<file path="src/rtl/limb_add_seq_pkg.sv">
// Shared definitions for limb-serial adder sequencers: FSM state encoding
// and a helper for sizing the limb index register.
package limb_add_seq_pkg;

  typedef enum logic [1:0] {
    ST_IDLE = 2'd0,
    ST_RUN  = 2'd1,
    ST_DONE = 2'd2
  } state_t;

  // Index register width; a single-limb configuration still needs one bit.
  function automatic int idx_width(input int n_limbs);
    return (n_limbs > 1) ? $clog2(n_limbs) : 1;
  endfunction

endpackage

</file>
<file path="src/rtl/limb_add_seq_pos_add.sv">
// Unsigned adder with a carry-out bit: s = x + y over W+1 bits.
module pos_add #(
  parameter int W = 8
) (
  input  logic [W-1:0] x,
  input  logic [W-1:0] y,
  output logic [W:0]   s
);

  assign s = {1'b0, x} + {1'b0, y};

endmodule

</file>
<file path="src/rtl/limb_add_seq.sv">
// Multi-cycle wide adder: walks one LIMB-wide adder across the operands,
// least significant limb first, keeping the running carry in a register.
module limb_add_seq
  import limb_add_seq_pkg::*;
#(
  parameter int N_BITS = 32,
  parameter int LIMB   = 8
) (
  input  logic              clk,
  input  logic              rst,
  input  logic              in_valid,
  output logic              in_ready,
  input  logic [N_BITS-1:0] a,
  input  logic [N_BITS-1:0] b,
  output logic              out_valid,
  input  logic              out_ready,
  output logic [N_BITS:0]   c,
  output logic              busy
);

  localparam int N_LIMBS = (LIMB > 0) ? (N_BITS / LIMB) : 1;
  localparam int IDX_W   = idx_width(N_LIMBS);

  if (LIMB < 1) begin : g_bad_limb
    $error("limb_add_seq: LIMB must be at least 1");
  end else if ((N_BITS % LIMB) != 0 || N_BITS < LIMB) begin : g_bad_width
    $error("limb_add_seq: N_BITS must be a non-zero multiple of LIMB");
  end

  state_t             state_q, state_d;
  logic [N_BITS-1:0]  a_q, b_q;
  logic [N_BITS:0]    c_q;
  logic               carry_q;
  logic [IDX_W-1:0]   idx_q;
  logic               accept;
  logic               last_limb;

  logic [LIMB-1:0]    limb_a, limb_b;
  logic [LIMB:0]      sum_ab;
  logic [LIMB+1:0]    sum_full;
  logic               sum_top_unused;

  assign limb_a    = a_q[idx_q*LIMB +: LIMB];
  assign limb_b    = b_q[idx_q*LIMB +: LIMB];
  assign last_limb = (idx_q == IDX_W'(N_LIMBS - 1));
  assign accept    = in_valid && in_ready;

  // Operand limbs first, then the carry-in on a one-bit-wider adder.
  pos_add #(.W(LIMB)) u_add_ab (
    .x (limb_a),
    .y (limb_b),
    .s (sum_ab)
  );

  pos_add #(.W(LIMB + 1)) u_add_cin (
    .x (sum_ab),
    .y ({{LIMB{1'b0}}, carry_q}),
    .s (sum_full)
  );

  // Two LIMB-bit values plus a single carry bit never reach bit LIMB+1.
  assign sum_top_unused = sum_full[LIMB+1];

  assign c = c_q;

  // State register; reset aborts any operation in flight.
  always_ff @(posedge clk or posedge rst) begin
    if (rst) begin
      state_q <= ST_IDLE;
    end else begin
      state_q <= state_d;
    end
  end

  // Next-state and handshake outputs; stray encodings fall back to IDLE.
  always_comb begin
    state_d   = state_q;
    in_ready  = 1'b0;
    out_valid = 1'b0;
    busy      = 1'b0;
    case (state_q)
      ST_IDLE: begin
        in_ready = 1'b1;
        if (in_valid) state_d = ST_RUN;
      end
      ST_RUN: begin
        busy = 1'b1;
        if (last_limb) state_d = ST_DONE;
      end
      ST_DONE: begin
        busy      = 1'b1;
        out_valid = 1'b1;
        if (out_ready) state_d = ST_IDLE;
      end
      default: state_d = ST_IDLE;
    endcase
  end

  // Operand capture, per-limb result write-back and carry chaining.
  always_ff @(posedge clk or posedge rst) begin
    if (rst) begin
      a_q     <= '0;
      b_q     <= '0;
      c_q     <= '0;
      carry_q <= 1'b0;
      idx_q   <= '0;
    end else if (accept) begin
      a_q     <= a;
      b_q     <= b;
      carry_q <= 1'b0;
      idx_q   <= '0;
    end else if (state_q == ST_RUN) begin
      c_q[idx_q*LIMB +: LIMB] <= sum_full[LIMB-1:0];
      carry_q                 <= sum_full[LIMB];
      idx_q                   <= idx_q + IDX_W'(1);
      if (last_limb) c_q[N_BITS] <= sum_full[LIMB];
    end
  end

endmodule

</file>
<file path="config.mk">
export PLATFORM = sky130hd
export DESIGN_NAME = limb_add_seq
export DESIGN_NICKNAME = d
export VERILOG_FILES = /design/src/rtl/limb_add_seq_pkg.sv /design/src/rtl/limb_add_seq_pos_add.sv /design/src/rtl/limb_add_seq.sv
export SDC_FILE = /design/constraint.sdc
export NUM_CORES = 1
export LEC_CHECK = 0
export ABC_AREA = 0
export BUFFER_PORTS_ARGS = -buffer_cell sky130_fd_sc_hd__buf_4
export CAP_MARGIN = 20
export CORE_MARGIN = 3
export CORE_UTILIZATION = 43
export DETAILED_ROUTE_END_ITERATION = 12
export PLACE_DENSITY_LB_ADDON = 0.15
export RECOVER_POWER = 50
export SLEW_MARGIN = 20
export SYNTH_ARGS = -nofsm -noshare
export SYNTH_HDL_FRONTEND = slang
export SYNTH_HIERARCHICAL = 1
export SYNTH_SLANG_ARGS = --single-unit
</file>
<file path="constraint.sdc">
create_clock -name clk -period 3.6 [get_ports clk]
set_input_delay 0.36 -clock clk [delete_from_list [all_inputs] [get_ports clk]]
set_output_delay 0.36 -clock clk [all_outputs]
set_load 0.005 [all_outputs]
</file>
==> impl_metrics.toml, run 1 <==
[run]
maxCapViolCount = 1

[drt]
detail_route.first_pass.iterations = 7
totalWireLength_mm = 11.0
detail_route.wl_per_cell_um = 17.5
via_per_inst = 5.34
drcViolationCount = 0
ant_nets = 0
drt_iter0_markers = 204
vias = 3350

[outcome]
failed_checks = "max-capacitance violations, max-slew violations"
status = "finished, violations left"

[cts]
clock_sinks = 102
htreeDepth = 3
ctsHoldBuffers = 0
numCtsBuffers = 9
path_clk_slew_ns = 0.07
clkLatencyLatePin_ns = 0.35
cts_tree = "done"
clockBufferDepth = 2
cts-root-buf = "clkbuf_16"

[floorplanning]
die_w_um = 114
io_pins = 104
die_area_sq_um = 13100
dieHeight_um = 114
start_util = 0.453
core-area_sq_um = 11200
core.rowCount = 38

[min_path]
hold_path_class = "in -> reg"
hold_depth = 2
worstHoldStart = "in_valid"
hold_path_end = "idx_q[0]"

[worst_setup_path]
reg2reg_slack_ns = 0.12
rr_endpoint = "c[32]"
crit_path_start_kind = "flip-flop"
required_ns = 3.83
end_kind = "flip-flop"
worstReg2RegStart = "idx_q[0]"
worst_r2r_path_depth = 14
path_class = "reg -> reg"
critPathMaxFanout = 11
arrival_ns = 3.71

[grt]
grt_pass1_wl_mm = 18.1
grt_overflow = 0
grt_max_degree = 77
antenna_found_initial = 0
grt_usage = 0.181
grt_pass1_vias = 3478

[synth]
synth_area_sq_um = 5060
ys_warn_count = 6
synth_area_per_cell_sq_um = 14.1
synthCells = 359

[layout]
area_delta_synth_final_pct = 28.3
seq_area_sq_um = 2550
nets = 581
num_antenna_cells = 0
fin_area_sq_um = 6490
drive_gt1_frac = 0.495
multi_input_area_sq_um = 2520
n_fill_cell = 905

[timing]
setup_viol = 0
max_clock_freq_mhz = 288
fin_crit_sh = 0.965
relSlewSlack = -0.833
worstMarginPinSlew_ns = 2.75
layout_min_cycle_time_ns = 3.48
slew_violations = 77
rsz0062_at_grt = "yes"
fin_skew_ns = 0.0107
hold_viol = 0

[placed_design]
placement.cell_area_sq_um = 6070
hpwl_mm = 8.36
gp_congestion = 0.822
io_buffers = 103
## final cells by class
type,instances,area share
Clock inverter,5,0.00867
Inverter,15,0.00867
Sequential cell,102,0.393
Timing Repair Buffer,116,0.137
Multi-Input combinational cell,238,0.388
Clock buffer,11,0.0374
Tap cell,140,0.0270
## per-stage QoR
| stage | setup WS, ns | instances | hold slack [ns] | TNS (ns) | utilization |
|---|---|---|---|---|---|
| after detailed placement | -0.0158 | 610 | 0.474 | -0.0158 | 0.543 |
| after floorplan | 0.0343 | 367 | 0.443 | 0 | - |
| after global routing | -0.0778 | 627 | 0.223 | -0.0778 | 0.581 |
| final | 0.125 | 627 | 0.233 | 0 | 0.581 |
| after CTS | 0.0235 | 627 | 0.224 | 0 | 0.572 |
| after global placement | 0.0490 | 610 | 0.471 | 0 | 0.543 |
## repair_timing
| item | in CTS | in global routing |
|---|---|---|
| setup endpoints to repair | 1 | 12 |
| setup buffers | 1 | 0 |
| gates resized for setup | 5 | 20 |
| cloned | 0 | 0 |
| pin swaps | 1 | 4 |
## worst max-delay path: stages, from the launching register on
cell and delay (ns):
dfrtp_2 0.49, buf_12 0.18, mux4_2 0.53, ha_1 0.28, a21o_1 0.19, a21o_1 0.20
nor2_2 0.14, xnor2_1 0.09, ha_1 0.29, or2_1 0.24, a21oi_2 0.16, a31oi_2 0.08
xor2_2 0.19, a221oi_2 0.24, nor2_1 0.08
## worst max path at each step
stage | to | startpoint | slack (ns)
after floorplan | c[32] | idx_q[0] | 0.03
after global placement | c[32] | idx_q[0] | 0.05
after detailed placement | c[32] | idx_q[0] | -0.02
after CTS | c[32] | idx_q[0] | 0.02
after global routing | c[32] | idx_q[0] | -0.08
final | c[32] | idx_q[0] | 0.12
## sequential cells by signal, indices dropped and copies added (netlist names)
signal and cells:
state_q 2, carry_q 1, a_q 32, b_q 32
idx_q 2, c 33
## per-layer routing
layer  wire (um)  share of wire  GRT usage  up-vias
met5           0              0          0        -
met1        4860           0.44      0.245     1689
met4         125          0.011     0.0554        0
met2        5450           0.50      0.286       77
li1            -              -          -     1576
met3         514          0.047     0.0465        8
## cells in the final DEF, fill, tap and decap left out, types with 2 or more instances in the layout
cell type and instances:
nor3_1 3, xnor2_1 6, nand2_2 2, dfrtp_1 101, mux4_2 16, nor2b_1 2
xor2_1 4, ha_4 4, o21a_1 2, nor2_1 4, nor3b_4 2, nand3_1 5
fa_2 2, clkbuf_4 33, a21oi_1 8, ha_1 24, a311o_1 2, o21ai_0 5
clkinv_2 2, inv_1 12, a21o_1 3, nand2_1 11, mux2_2 66, inv_2 3
conb_1 9, mux2i_1 3, clkbuf_16 9, clkbuf_1 2, a22o_1 29, a21oi_2 5
buf_4 78, xor2_2 2
Power of run 1 is left out: the tool's default activity adds up to more than one toggle a clock period on the data nets, which glitch-free logic cannot reach.
==> run 2, diff against run 1 <==
--- a/config.mk
+++ b/config.mk
@@ -6,13 +6,12 @@
 export NUM_CORES = 1
 export LEC_CHECK = 0
 export ABC_AREA = 0
-export BUFFER_PORTS_ARGS = -buffer_cell sky130_fd_sc_hd__buf_4
 export CAP_MARGIN = 20
 export CORE_MARGIN = 3
-export CORE_UTILIZATION = 43
+export CORE_UTILIZATION = 40
 export DETAILED_ROUTE_END_ITERATION = 12
+export DONT_BUFFER_PORTS = 1
 export PLACE_DENSITY_LB_ADDON = 0.15
-export RECOVER_POWER = 50
 export SLEW_MARGIN = 20
 export SYNTH_ARGS = -nofsm -noshare
 export SYNTH_HDL_FRONTEND = slang
==> run 2 against run 1 <==
  * The run ends with negative hold slack left
  * Hold slack worse by 0.23 ns
  * Sequential cell count is the same
  * Via count down 9.7%
  * First-iteration DRC count decreased by 10%
  * Clock skew is 0.0042 ns lower
  * Cell count decreased by 11%
  * Critical path depth stayed put
  * Global-route usage fell by 1.9 points
  * Setup slack worse by 0.0041 ns
  * Non-clock buffer count down 99
  * Largest cell class unchanged
  * Highest routed layer is now met5
==> impl_metrics.toml, run 2 (same netlist as run 1, synthesis figures left out) <==
[outcome]
status = "finished, violations left"
failed_checks = "negative hold slack"

[timing]
hold_viol = 1
relSlewSlack = 0.456
rsz0062_at_grt = "yes"
fin_crit_sh = 0.967
fin_skew_ns = 0.00659
worstMarginPinSlew_ns = 0.817
max_clock_freq_mhz = 287
slew_violations = 0
layout_min_cycle_time_ns = 3.48
fin_hold_ws_ns = -0.000482
setup_viol = 0

[layout]
largest_reg_flops = 33
final_common_cell = "dfrtp_1"
area_delta_synth_final_pct = 15.1
final_util = 0.477
nets = 482
num_antenna_cells = 0
drive_gt1_frac = 0.374
instances_no_fill = 556
final_cell_mix = "101 x dfrtp_1, 66 x mux2_2, 29 x a22o_1, 23 x ha_1, 16 x mux4_2"

[drt]
totalWireLength_mm = 11.1
detail_route.first_pass.iterations = 4
vias = 3025
detail_route.wl_per_cell_um = 20.0
via_per_inst = 5.44
drcViolationCount = 0
ant_nets = 0
drt_iter0_markers = 183

[cts]
clkLatencyLatePin_ns = 0.35
clock_sinks = 102
cts_tree = "done"
numCtsBuffers = 9
cts-root-buf = "clkbuf_16"
clockBufferDepth = 2
path_clk_slew_ns = 0.07
htreeDepth = 3

[grt]
grt_max_degree = 80
grt_overflow = 0
grt_usage = 0.162
grt_pass1_wl_mm = 17.6
grt_pass1_vias = 3120
antenna_found_initial = 2

[worst_setup_path]
arrival_ns = 3.72
required_ns = 3.84
path_class = "reg -> reg"
crit_path_start_kind = "flip-flop"
critPathMaxFanout = 6
end_kind = "flip-flop"

[placed_design]
hpwl_mm = 7.97
gp_congestion = 0.873
io_buffers = 0
post-place-cells = 533

[run]
maxCapViolCount = 0

[floorplanning]
start_util = 0.414
core.rowCount = 40
die_area_sq_um = 14000
io_pins = 104
die_w_um = 118
dieHeight_um = 118
core-area_sq_um = 12200

[min_path]
hold_path_class = "in -> async"
## run 2: path summary, 6_finish.rpt
| path | from | endpoint | slack [ns] | cells after the start |
|---|---|---|---|---|
| max in group asynchronous | rst | a_q[10] | 2.79 | 2 |
| min in group clk | in_valid | carry_q | 0.09 | 1 |
| hold / removal | rst | state_q[0] | -0.0005 | 1 |
| setup reg to reg | idx_q[0] | c[32] | 0.12 | 14 |
| hold reg to reg | a_q[12] | a_q[12] | 0.51 | 1 |
| setup / recovery | idx_q[0] | c[32] | 0.12 | 14 |
## run 2: routing by layer
layer	routed length [um]	GRT usage	up-vias
li1	-	-	1377
met1	4780	0.208	1539
met2	5260	0.244	89
met3	894	0.0751	16
met4	165	0.0500	4
met5	21	0	-
## run 2: critical path, stage by stage (launching register included)
cell	delay, ns
dfrtp_2	0.49
clkbuf_16	0.19
mux4_2	0.55
fa_2	0.40
a21oi_2	0.18
nor2_2	0.05
nor2_2	0.13
xnor2_1	0.09
ha_1	0.31
or2_1	0.23
a21oi_2	0.13
a31oi_2	0.05
xor2_1	0.21
a221oi_2	0.28
nor2_1	0.06
## run 2: cell type report
cell class                 count  area (sq um)
clock buffer                  12           246
multi-input combinational    238          2530
fill                        1140          6390
clock inverter                 4          52.6
tap                          168           210
timing repair buffer          17           174
sequential                   102          2550
inverter                      15          61.3
## run 2: metrics by stage
stage	area (sq um)	setup WS [ns]	TNS, ns
3_5_place_dp	5340	0.00745	0
2_1_floorplan	5090	0.0343	0
5_1_grt	5820	-0.0310	-0.0349
6_report	5820	0.121	0
3_3_place_gp	5340	0.0435	0
4_1_cts	5660	0.0229	0
## run 2: repair_timing
action                                  4_1_cts  5_1_grt
cloned                                        0        1
buffers inserted                              0        6
endpoints found under the setup margin        1       10
resized for setup                             3       18
hold buffers                                  0        0
pin swaps                                     2       13
Power of run 2 is left out for the same reason.
==> run 3, diff against run 2 <==
--- a/config.mk
+++ b/config.mk
@@ -15,5 +15,4 @@
 export SLEW_MARGIN = 20
 export SYNTH_ARGS = -nofsm -noshare
 export SYNTH_HDL_FRONTEND = slang
-export SYNTH_HIERARCHICAL = 1
 export SYNTH_SLANG_ARGS = --single-unit
==> run 3 against run 2 <==
  * The run now ends clean
  * Non-clock buffer count decreased by 11
  * Hold slack improved by 0.072 ns
  * Die area decreased by 7.0%
  * Final area decreased by 12%
  * Maximum frequency increased by 16%
  * Critical path depth decreased by 6
  * Via count decreased by 12%
  * Register-to-register slack improved by 0.48 ns
  * Count of clock-buffer cells in the layout decreased by 1
  * First-iteration DRC count decreased by 18%
  * Synthesized area decreased by 7.4%
  * Setup slack improved by 0.48 ns
  * Critical endpoint is now c[22]
==> impl_metrics.toml, run 3 <==
[outcome]
status = "finished clean"

[cts]
numCtsBuffers = 9
clkLatencyLatePin_ns = 0.34
cts-resized-gates = 0
htreeDepth = 3
cts_tree = "done"
ctsHoldBuffers = 0
cts-root-buf = "clkbuf_16"
post_cts_buffers = 0
clockBufferDepth = 2
path_clk_slew_ns = 0.07
clock_sinks = 102

[grt]
grt_overflow = 0
grt_max_degree = 71
grt_pass1_vias = 2870
grt_usage = 0.158
grt_pass1_wl_mm = 15.8
antenna_found_initial = 3

[worst_setup_path]
path_class = "reg -> reg"
required_ns = 3.83
arrival_ns = 3.23
critPathMaxFanout = 10
crit_path_start_kind = "flip-flop"
reg2reg_slack_ns = 0.60
worstReg2RegStart = "idx_q[1]"
rr_endpoint = "c[22]"
end_kind = "flip-flop"
worst_r2r_path_depth = 8

[timing]
worstMarginPinSlew_ns = 0.864
max_clock_freq_mhz = 333
fin_skew_ns = 0.00758
slew_violations = 0
relSlewSlack = 0.424
setup_viol = 0
fin_crit_sh = 0.834
hold_viol = 0
layout_min_cycle_time_ns = 3.00
fin_setup_tns_ns = 0
rsz0062_at_grt = "no"
fin_hold_ws_ns = 0.0713

[drt]
wl_met3_um = 904
drcViolationCount = 0
ant_nets = 0
totalWireLength_mm = 9.79
routed.top_layer = "met5"
via_per_inst = 5.59
detail_route.wl_per_cell_um = 20.4
detail_route.first_pass.iterations = 4
vias = 2676
wl_met2_mm = 4.41
wl_met1_mm = 4.31
drt_iter0_markers = 150

[run]
maxCapViolCount = 0

[synth]
synthCells = 331
async_flop_share = 1.00
synth-seq-cells = 102
synth.most_common_cell = "dfrtp_1"
synth_edf_count = 0
synth_area_per_cell_sq_um = 14.2
synth_area_sq_um = 4690
synth_seq_area_share = 0.545
ys_warn_count = 0
synth_nets = 418
ys_types = 33
synth_top_cell_by_area = "dfrtp_1"
ys.flop_type = "dfrtp_1"
yosys-top-cells-area = "dfrtp_1 54%, mux2_2 15%, mux4_2 7.7%"
synth_top_area_frac = 0.545
synth_commonest_cells = "102 x dfrtp_1, 64 x mux2_2, 22 x a22o_1"

[placed_design]
hpwl_mm = 7.12
gp_congestion = 0.773
placement.cell_area_sq_um = 4830
io_buffers = 0

[power_and_ir_drop]
power.density_nw_per_um2 = 1140
peakVddDrop_v = 0.000473
p_total_mw = 5.88
p_leak_nw = 2.21

[floorplanning]
core.rowCount = 38
die_area_sq_um = 13000
die_w_um = 114
dieHeight_um = 114
core-area_sq_um = 11100
start_util = 0.421
io_pins = 104

[layout]
nets = 421
drive_gt1_frac = 0.324
largest_reg_flops = 33
num_antenna_cells = 0
area_delta_synth_final_pct = 9.91
final_common_cell = "dfrtp_1"
fin_area_sq_um = 5150
final_cell_mix = "102 x dfrtp_1, 64 x mux2_2, 22 x a22o_1, 20 x nand2_1, 17 x ha_1"

[min_path]
hold_path_class = "in -> async"
-- run 3: report_power, final --
group | switching [mW] | total, mW | internal, mW
registers | 0.346 | 2.04 | 1.70
logic | 1.50 | 2.82 | 1.32
clock network | 0.433 | 1.02 | 0.584
-- run 3: stage by stage --
step | worst slack [ns] | instances | util
3_3_place_gp | 0.680 | 463 | 0.434
3_5_place_dp | 0.593 | 463 | 0.434
5_1_grt | 0.430 | 479 | 0.463
2_1_floorplan | 0.429 | 331 | -
4_1_cts | 0.585 | 479 | 0.463
6_report | 0.597 | 479 | 0.463
-- run 3: worst max-delay path by stage --
stage	start	endpoint	cells after the start
floorplan	idx_q[0]	c[14]	10
global placement	idx_q[1]	c[6]	8
detailed placement	idx_q[1]	c[6]	8
CTS	idx_q[1]	c[22]	8
global route	idx_q[1]	c[14]	8
finish	idx_q[1]	c[22]	8
-- run 3: final cells by class --
cell class / instances / area, sq um
Multi-Input combinational cell: 205 / 2020
Timing Repair Buffer: 6 / 45.0
Clock buffer: 11 / 253
Sequential cell: 102 / 2550
Tap cell: 140 / 175
Fill cell: 1018 / 5980
Inverter: 10 / 40.0
Clock inverter: 5 / 65.1
-- run 3: kinds of logic after synthesis --
group           share of synthesized area
mux                                 0.233
xor+xnor                           0.0112
fa+ha+maj                          0.0539
flops                               0.545
buf+inv                            0.0248
compound gates                     0.0892
simple gates                       0.0433
-- run 3: layer usage --
metal / vias up / GRT usage
met2: 90 / 0.227
met4: 6 / 0.0499
met5: - / 0
met3: 17 / 0.0671
li1: 1224 / -
met1: 1339 / 0.216
-- run 3: critical path: stages, from the launching register on --
cell	delay, ns
dfrtp_1	0.64
mux4_2	0.39
fa_1	0.48
fa_1	0.43
a21oi_1	0.18
o21ai_0	0.12
a21oi_1	0.26
xnor2_1	0.17
a22o_1	0.22
(Power assumes the default switching activity.)
